## config.mk

```make
export PLATFORM = sky130hd
export DESIGN_NAME = dp4_rr_scheduler
export DESIGN_NICKNAME = d
export VERILOG_FILES = /design/src/rtl/dp4_rr_scheduler.sv
export SDC_FILE = /design/constraint.sdc
export NUM_CORES = 1
export LEC_CHECK = 0
export ABC_AREA = 1
export CORE_AREA = 2 2 527 529
export CTS_BUF_LIST = sky130_fd_sc_hd__clkbuf_8
export DETAILED_ROUTE_END_ITERATION = 16
export DIE_AREA = 0 0 529 531
export SYNTH_ARGS = -nofsm -noshare
export SYNTH_HDL_FRONTEND = slang
export SYNTH_SLANG_ARGS = --single-unit
```

## constraint.sdc

```tcl
create_clock -name clk -period 16.6 [get_ports clk]
set_input_delay 4.15 -clock clk [delete_from_list [all_inputs] [get_ports clk]]
set_output_delay 4.15 -clock clk [all_outputs]
set_load 0.01 [all_outputs]
```

## src/rtl/dp4_rr_scheduler.sv

```systemverilog
`default_nettype none
// ============================================================================
// Module      : dp4_rr_scheduler
// Description : Round-robin front end that shares a single DP4 FP32 4-D
//               dot-product unit among NREQ requesters. Each grant captures
//               one operand set, holds it on the DP4 inputs for LAT cycles,
//               samples the result and returns it tagged with the requester.
// Revision    : 1.0 - initial release
// ============================================================================
module dp4_rr_scheduler #(
  parameter int NREQ = 4,
  parameter int LAT  = 2,
  parameter int ID_W = 2
) (
  input  logic                clk,
  input  logic                rst,
  input  logic [NREQ-1:0]     i_req_valid,
  output logic [NREQ-1:0]     o_req_ready,
  input  logic [NREQ*128-1:0] i_req_a,
  input  logic [NREQ*128-1:0] i_req_b,
  output logic [127:0]        o_dp_a,
  output logic [127:0]        o_dp_b,
  input  logic [31:0]         i_dp_out,
  output logic                o_rsp_valid,
  input  logic                i_rsp_ready,
  output logic [31:0]         o_rsp_data,
  output logic [ID_W-1:0]     o_rsp_id,
  output logic                o_busy
);

  // LAT==1 still needs a 1-bit counter that is simply loaded with zero
  localparam int CNT_W = (LAT > 1) ? $clog2(LAT) : 1;

  typedef enum logic [1:0] {
    S_IDLE = 2'd0,
    S_WAIT = 2'd1,
    S_RESP = 2'd2
  } state_t;

  state_t           r_state;
  logic [ID_W-1:0]  r_last;
  logic [ID_W-1:0]  r_grant;
  logic [CNT_W-1:0] r_cnt;

  logic [NREQ-1:0]  w_rot;
  logic [NREQ-1:0]  w_grant_oh;
  logic [ID_W-1:0]  w_grant_idx;
  logic             w_grant_any;
  int               w_off;
  int               w_idx;

  // Round-robin pick: rotate the request vector so bit 0 is the requester
  // just after the last grant, take the lowest set bit, then un-rotate.
  always_comb begin
    w_rot       = NREQ'({i_req_valid, i_req_valid} >> (int'(r_last) + 1));
    w_off       = 0;
    w_grant_any = 1'b0;
    for (int m = NREQ - 1; m >= 0; m--) begin
      if (w_rot[m]) begin
        w_off       = m;
        w_grant_any = 1'b1;
      end
    end
    w_idx = int'(r_last) + 1 + w_off;
    if (w_idx >= NREQ) begin
      w_idx = w_idx - NREQ;
    end
    w_grant_idx = ID_W'(w_idx);
    w_grant_oh  = '0;
    for (int j = 0; j < NREQ; j++) begin
      w_grant_oh[j] = w_grant_any && (w_idx == j);
    end
  end

  // Grants are only offered while idle; reset forces them low immediately
  assign o_req_ready = (r_state == S_IDLE && !rst) ? w_grant_oh : '0;

  // Scheduler FSM: accept -> hold operands LAT cycles -> present response
  always_ff @(posedge clk or posedge rst) begin
    if (rst) begin
      r_state     <= S_IDLE;
      r_last      <= ID_W'(NREQ - 1);
      r_grant     <= '0;
      r_cnt       <= '0;
      o_dp_a      <= '0;
      o_dp_b      <= '0;
      o_rsp_valid <= 1'b0;
      o_rsp_data  <= '0;
      o_rsp_id    <= '0;
      o_busy      <= 1'b0;
    end else begin
      case (r_state)
        S_IDLE: begin
          if (w_grant_any) begin
            o_dp_a  <= i_req_a[w_idx*128 +: 128];
            o_dp_b  <= i_req_b[w_idx*128 +: 128];
            r_grant <= w_grant_idx;
            r_cnt   <= CNT_W'(LAT - 1);
            o_busy  <= 1'b1;
            r_state <= S_WAIT;
          end
        end
        S_WAIT: begin
          if (r_cnt == '0) begin
            o_rsp_data  <= i_dp_out;
            o_rsp_id    <= r_grant;
            o_rsp_valid <= 1'b1;
            r_state     <= S_RESP;
          end else begin
            r_cnt <= r_cnt - 1'b1;
          end
        end
        S_RESP: begin
          // The pointer only advances once the result has been taken
          if (i_rsp_ready) begin
            o_rsp_valid <= 1'b0;
            r_last      <= r_grant;
            o_busy      <= 1'b0;
            r_state     <= S_IDLE;
          end
        end
        default: begin
          r_state <= S_IDLE;
        end
      endcase
    end
  end

endmodule
`default_nettype wire

```

Yosys cells after proc, flatten, opt, wreduce, memory -nomap -nowiden
Cells that the tools add are included.
W data, S select, Z words.

word-level totals
  flip-flop bits (word level) = 299
  input port bits = 1063
  output and inout bits = 296
  logic and storage cells = 66

cells by class
  $add $sub $neg = 4
  magnitude comparators = 1
  equal/unequal tests = 8
  shift-type cells = 3
  muxes and demuxes = 21
  bitwise operators = 1
  reduce and logical (&&, ||, !) cells = 18

operators with widths
  kind                     number
  $shiftx A512 B32 Y128    2
  $mux W32                 4
  $eq A32 B3 Y1 const B    2
  $add A4 B32 Y32          1
  $eq A32 B2 Y1 const B    1
  $ge A32 B4 Y1 const B    1
  $logic_not A32 Y1        1
  $shr A8 B32 Y4           1
  $sub A32 B4 Y32 const B  1
  $reduce_and A3 Y1        3
  $mux W1                  8
  $mux W2                  4
  $reduce_and A2 Y1        4
  $ne A2 B2 Y1 const B     3
  $pmux W1 S2              3
  $pmux W2 S3              1
  $reduce_bool A2 Y1       3
  $logic_and A1 B1 Y1      5
  $mux W4                  1
  $add A2 B1 Y3 const B    1
  $eq A2 B1 Y1 const B     1
  $eq A2 B2 Y1 const B     1
  $logic_not A2 Y1         1
  $logic_not A1 Y1         1
  other kinds (2)          2

Longest topological paths before layout
  depth after elaboration = 12
  depth in mapped cells = 20
  depth with buffers taken out = 17

Least setup slack after synthesis
Ideal clock, no wire load.

  kind = input-to-output
  start = input rst
  end = output o_req_ready[2]
  data arrival time = 11679 ps
  required time = 12450 ps
  path slack = 771 ps
  stages on the path = 3
  buffers on the path = 0
  path through = inv_1 -> nand2_1 -> nor3_1

on the way
  cells in the longest elaborated chain, start to end = 3

ends and longest elaborated chain
  item                               line  source
  start, declared                    16    input logic rst,
  $logic_not A1 Y1 (no source line)  -
  $logic_and A1 B1 Y1                76    assign o_req_ready = (r_state == S_IDLE && !rst) ? w_grant_oh : '0;
  $mux W4                            76
  end, declared                      18    output logic [NREQ-1:0] o_req_ready,

No other way between the ends.

Final worst setup path
  start = input i_req_valid[2]
  end = output o_req_ready[0]

on the way
  cells in the longest elaborated chain, start to end = 11

ends and longest elaborated chain
  item                                              line    source
  start, declared                                   17      input logic [NREQ-1:0] i_req_valid,
  $shr A8 B32 Y4 (*)                                55      w_rot = NREQ'({i_req_valid, i_req_valid} >> (int'(r_last) + 1));
  $mux W2                                           59      if (w_rot[m]) begin
  $mux W32 (3 in series)                            59
  $add A4 B32 Y32                                   64      w_idx = int'(r_last) + 1 + w_off;
  $sub A32 B4 Y32 or $ge A32 B4 Y1 (tied branches)  66, 65
  $mux W32                                          65      if (w_idx >= NREQ) begin
  $logic_not A32 Y1                                 71      w_grant_oh[j] = w_grant_any && (w_idx == j);
  $logic_and A1 B1 Y1 (*)                           71
  $mux W4 (*)                                       76

Every way passes the cells marked *; elsewhere a longest branch is shown, timed or not.

==> metrics.yaml <==
final_layout:
  post_layout_instance_count_excluding_filler_cells: 8149
  syn2layout_area_growth_pct: 98.1
  fillerInstances: 31900
  layout_common_cells: "sky130_fd_sc_hd__nand2_1, sky130_fd_sc_hd__clkdlybuf4s50_1, sky130_fd_sc_hd__dfrtp_1, sky130_fd_sc_hd__inv_1, sky130_fd_sc_hd__a31oi_1"
  final_layout_size_suffix_gt1_share_pct: 4.06
  finish.net_count: 5507
  mostFrequentLayoutCell: "sky130_fd_sc_hd__nand2_1"
critical_path:
  crit_path_end_kind: "primary output"
  startpoint_type: "input port"
  critical_path_class: "in2out"
  cp.arrival_ns: 9.38
  required_arrival_time_at_the_worst_endpoint_ns: 12.45
  cp_max_delay_cell: "sky130_fd_sc_hd__fa_1"
  worst_r2r_path_depth: 20
  critical-path-top-cell-by-count: "sky130_fd_sc_hd__nand2_1"
  critical_path.top_delay_family: "buffers and inverters"
  timing.critical_path.depth: 14
  timing.critical_path.cells: "clkdlybuf4s50_1, nand2_1, nand3_1, nand2_1, nand3_1, a21boi_0, ha_1, inv_1, fa_1, nand2_2, inv_8, nand2_1, nor3_1, clkdlybuf4s50_1"
  max_stage_delay_ns: 0.91
  cp.buffers_inverters: 4
  cp_max_fo: 47
min_path:
  timing.hold.worst.class: "reg2reg"
  min_path_cells: 2
synth:
  netlist_area_um2: 19400
  synth-async-reset-ratio_pct: 100
  synth-xor-area-share_pct: 0
  distinct_cells_synth: 25
  synth_compound_gate_area_share_pct: 8.78
  yosysSeqAreaShare_pct: 38.6
  yosys-mux-area-fraction_pct: 1.86
  synthFlopType: "sky130_fd_sc_hd__dfrtp_1"
  synth_edf_count: 0
  synth-adder-area-share_pct: 0.297
  yosysTopAreaCell: "sky130_fd_sc_hd__nand2_1"
  yosysWarningCount: 0
  synthSimpleGateAreaFrac_pct: 41.0
  syn_avg_cell_area_um2: 6.12
  syn-instance-count: 3171
  area_share_of_the_largest_cell_type_after_synthesis_pct: 39.9
  synth_fp_nets: 4238
  largest_family_of_logic_cells_by_synthesized_area: "simple AND/OR/NAND/NOR gates"
  synth_seq_cells: 299
  synthTopCellsByArea: "sky130_fd_sc_hd__nand2_1, sky130_fd_sc_hd__dfrtp_1, sky130_fd_sc_hd__a31oi_1"
grt:
  antenna_found_initial: 99
  first_pass_grt_wire_length_um: 251000
  groute.usage.overall_pct: 13.6
  pin_count_of_the_biggest_net_entering_global_routing: 129
  overflow: 0
  vias_in_the_first_global_route: 25700
timing:
  hold_viol: 0
  max_slew_margin_pct: 19.3
  layout_worst_path_cycle_share_pct: 81.5
  achievable-frequency_mhz: 73.9
  grt_setup_unrepaired: "false"
  fin_tns_setup_ns: 0
  time_the_final_worst_path_needs_with_i_o_delays_and_setup_ns: 13.53
  setup_viol: 0
  fin_worst_skew_ns: 0.0374
  slew_violations: 0
  postLayoutSetupSlackWorst_ns: 3.07
  worst-slew-pin-transition_ns: 1.21
placement:
  io_buffers: 1358
  dp.final_hpwl_um: 172000
  gp_routability_congestion: 0.935
  dp.cells: 7976
  preCtsSetupSlack_ns: 3.27
power:
  vdd_drop_max_mv: 0.344
  powerDensity_nw_per_um2: 287
  power.leakage_uw: 0.0164
die:
  floorplan.io_pins: 1359
  die_h_um: 531
  fp.dieArea_um2: 281000
  start_util_pct: 7.05
  die_w_um: 529
  row_count: 193
  coreArea_um2: 275000
clock_network:
  clkLatencyLatePin_ns: 0.77
  post_cts.repair.setup_buffers: 0
  holdBufCountCts: 0
  clock_tree.root_cell: "sky130_fd_sc_hd__clkbuf_8"
  post_cts_resize_count: 0
  cts.sinks: 299
  clock_pin_slew_on_the_worst_setup_and_hold_paths_ns: 0.06
  tritoncts: "yes"
  cts_htree_levels: 3
  cts_buffer_depth: 3
  cts_inserted_buffers: 69
routing:
  drc_errors: 0
  ant_nets: 0
  vias: 26100
  drtIter0Drc: 1322
  detail_route.vias_per_cell: 3.20
  wl_per_instance_um: 24.6
  detailedRoute.firstPassIterationCount: 8
  routed_wirelength_um: 201000
run:
  cap_violations: 0
run_status:
  outcome: "finished, final reports clean"
[sequential cells by signal (all words and copies together), names as in the netlist]
signal	flops
o_busy	1
r_grant	2
o_rsp_data	32
o_dp_a	128
r_last	2
o_dp_b	128
r_cnt	1
r_state	2
o_rsp_valid	1
o_rsp_id	2
[where the power goes]
group	total, uW	internal [uW]	switching [uW]
registers	1360	1140	220
clock network	893	446	447
logic	8790	2650	6140
total	11000	4230	6810
[final timing paths]
| path | endpoint | slack (ns) | start |
|---|---|---|---|
| setup / recovery | o_req_ready[0] | 3.07 | i_req_valid[2] |
| max in group asynchronous | o_dp_a[19] | 10.21 | rst |
| hold reg to reg | o_rsp_valid | 0.47 | o_rsp_valid |
| hold / removal | o_rsp_valid | 0.47 | o_rsp_valid |
| min in group asynchronous | o_dp_b[5] | 3.83 | rst |
| setup reg to reg | o_dp_a[18] | 9.64 | r_last[0] |
[routing by layer]
metal	GRT usage, %	vias up	part of all wire (%)
li1	-	12300	-
met2	20.9	1313	43
met5	0	-	0.13
met1	14.2	12100	36
met3	9.70	304	17
met4	5.61	42	4.2
[Yosys cell counts (4+ instances only)]
cell type / n
sky130_fd_sc_hd__nor2_1: 13
sky130_fd_sc_hd__clkbuf_1: 87
sky130_fd_sc_hd__o22ai_1: 18
sky130_fd_sc_hd__mux2_2: 32
sky130_fd_sc_hd__a31oi_1: 241
sky130_fd_sc_hd__o21ai_0: 8
sky130_fd_sc_hd__nand2_1: 2061
sky130_fd_sc_hd__inv_1: 257
sky130_fd_sc_hd__inv_2: 4
sky130_fd_sc_hd__buf_2: 101
sky130_fd_sc_hd__nand3_1: 12
sky130_fd_sc_hd__dfrtp_1: 297
sky130_fd_sc_hd__buf_1: 7
sky130_fd_sc_hd__nor3_1: 13
sky130_fd_sc_hd__a21oi_1: 4
[layout make-up]
type | count | area, um^2 | area share [%]
Tap cell | 3607 | 4510 | 11.7
Antenna cell | 61 | 153 | 0.397
Multi-Input combinational cell | 2414 | 10100 | 26.2
Timing Repair Buffer | 1395 | 13900 | 36.1
Inverter | 261 | 1010 | 2.63
Clock buffer | 77 | 1060 | 2.76
Clock inverter | 35 | 250 | 0.651
Sequential cell | 299 | 7480 | 19.5
[through the flow]
step	power (uW)	util [%]	instance area, um^2	hold slack, ns
floorplan	6070	-	19400	0.449
global placement	10300	13.4	37000	0.455
detailed placement	10300	13.4	37000	0.464
CTS	11300	13.9	38300	0.480
global route	12100	14.0	38400	0.495
finish	11000	14.0	38400	0.475
[worst reg2reg max path: stages (launching register included)]
cell	delay, ns
sky130_fd_sc_hd__dfstp_2	0.67
sky130_fd_sc_hd__inv_2	0.17
sky130_fd_sc_hd__nand2_1	0.12
sky130_fd_sc_hd__nand3_1	0.07
sky130_fd_sc_hd__nand2_1	0.12
sky130_fd_sc_hd__nand3_1	0.08
sky130_fd_sc_hd__a21boi_0	0.77
sky130_fd_sc_hd__ha_1	0.33
sky130_fd_sc_hd__inv_1	0.07
sky130_fd_sc_hd__fa_1	0.73
sky130_fd_sc_hd__nor2_4	0.37
sky130_fd_sc_hd__buf_4	0.30
sky130_fd_sc_hd__buf_4	0.62
sky130_fd_sc_hd__buf_4	0.82
sky130_fd_sc_hd__buf_4	0.88
sky130_fd_sc_hd__nand2_1	0.23
sky130_fd_sc_hd__nand2_1	0.10
sky130_fd_sc_hd__inv_1	0.04
sky130_fd_sc_hd__a31oi_1	0.18
sky130_fd_sc_hd__nand2_1	0.10
sky130_fd_sc_hd__nand2_1	0.10
[kinds of logic after synthesis]
| group | count (synthesis) |
|---|---|
| adders and majority gates | 4 |
| and+or+nand+nor | 2105 |
| AOI/OAI and AO/OA | 273 |
| buffers and inverters | 458 |
| DFF | 299 |
| muxes | 32 |
No activity file was read; power rests on OpenSTA's default activity.
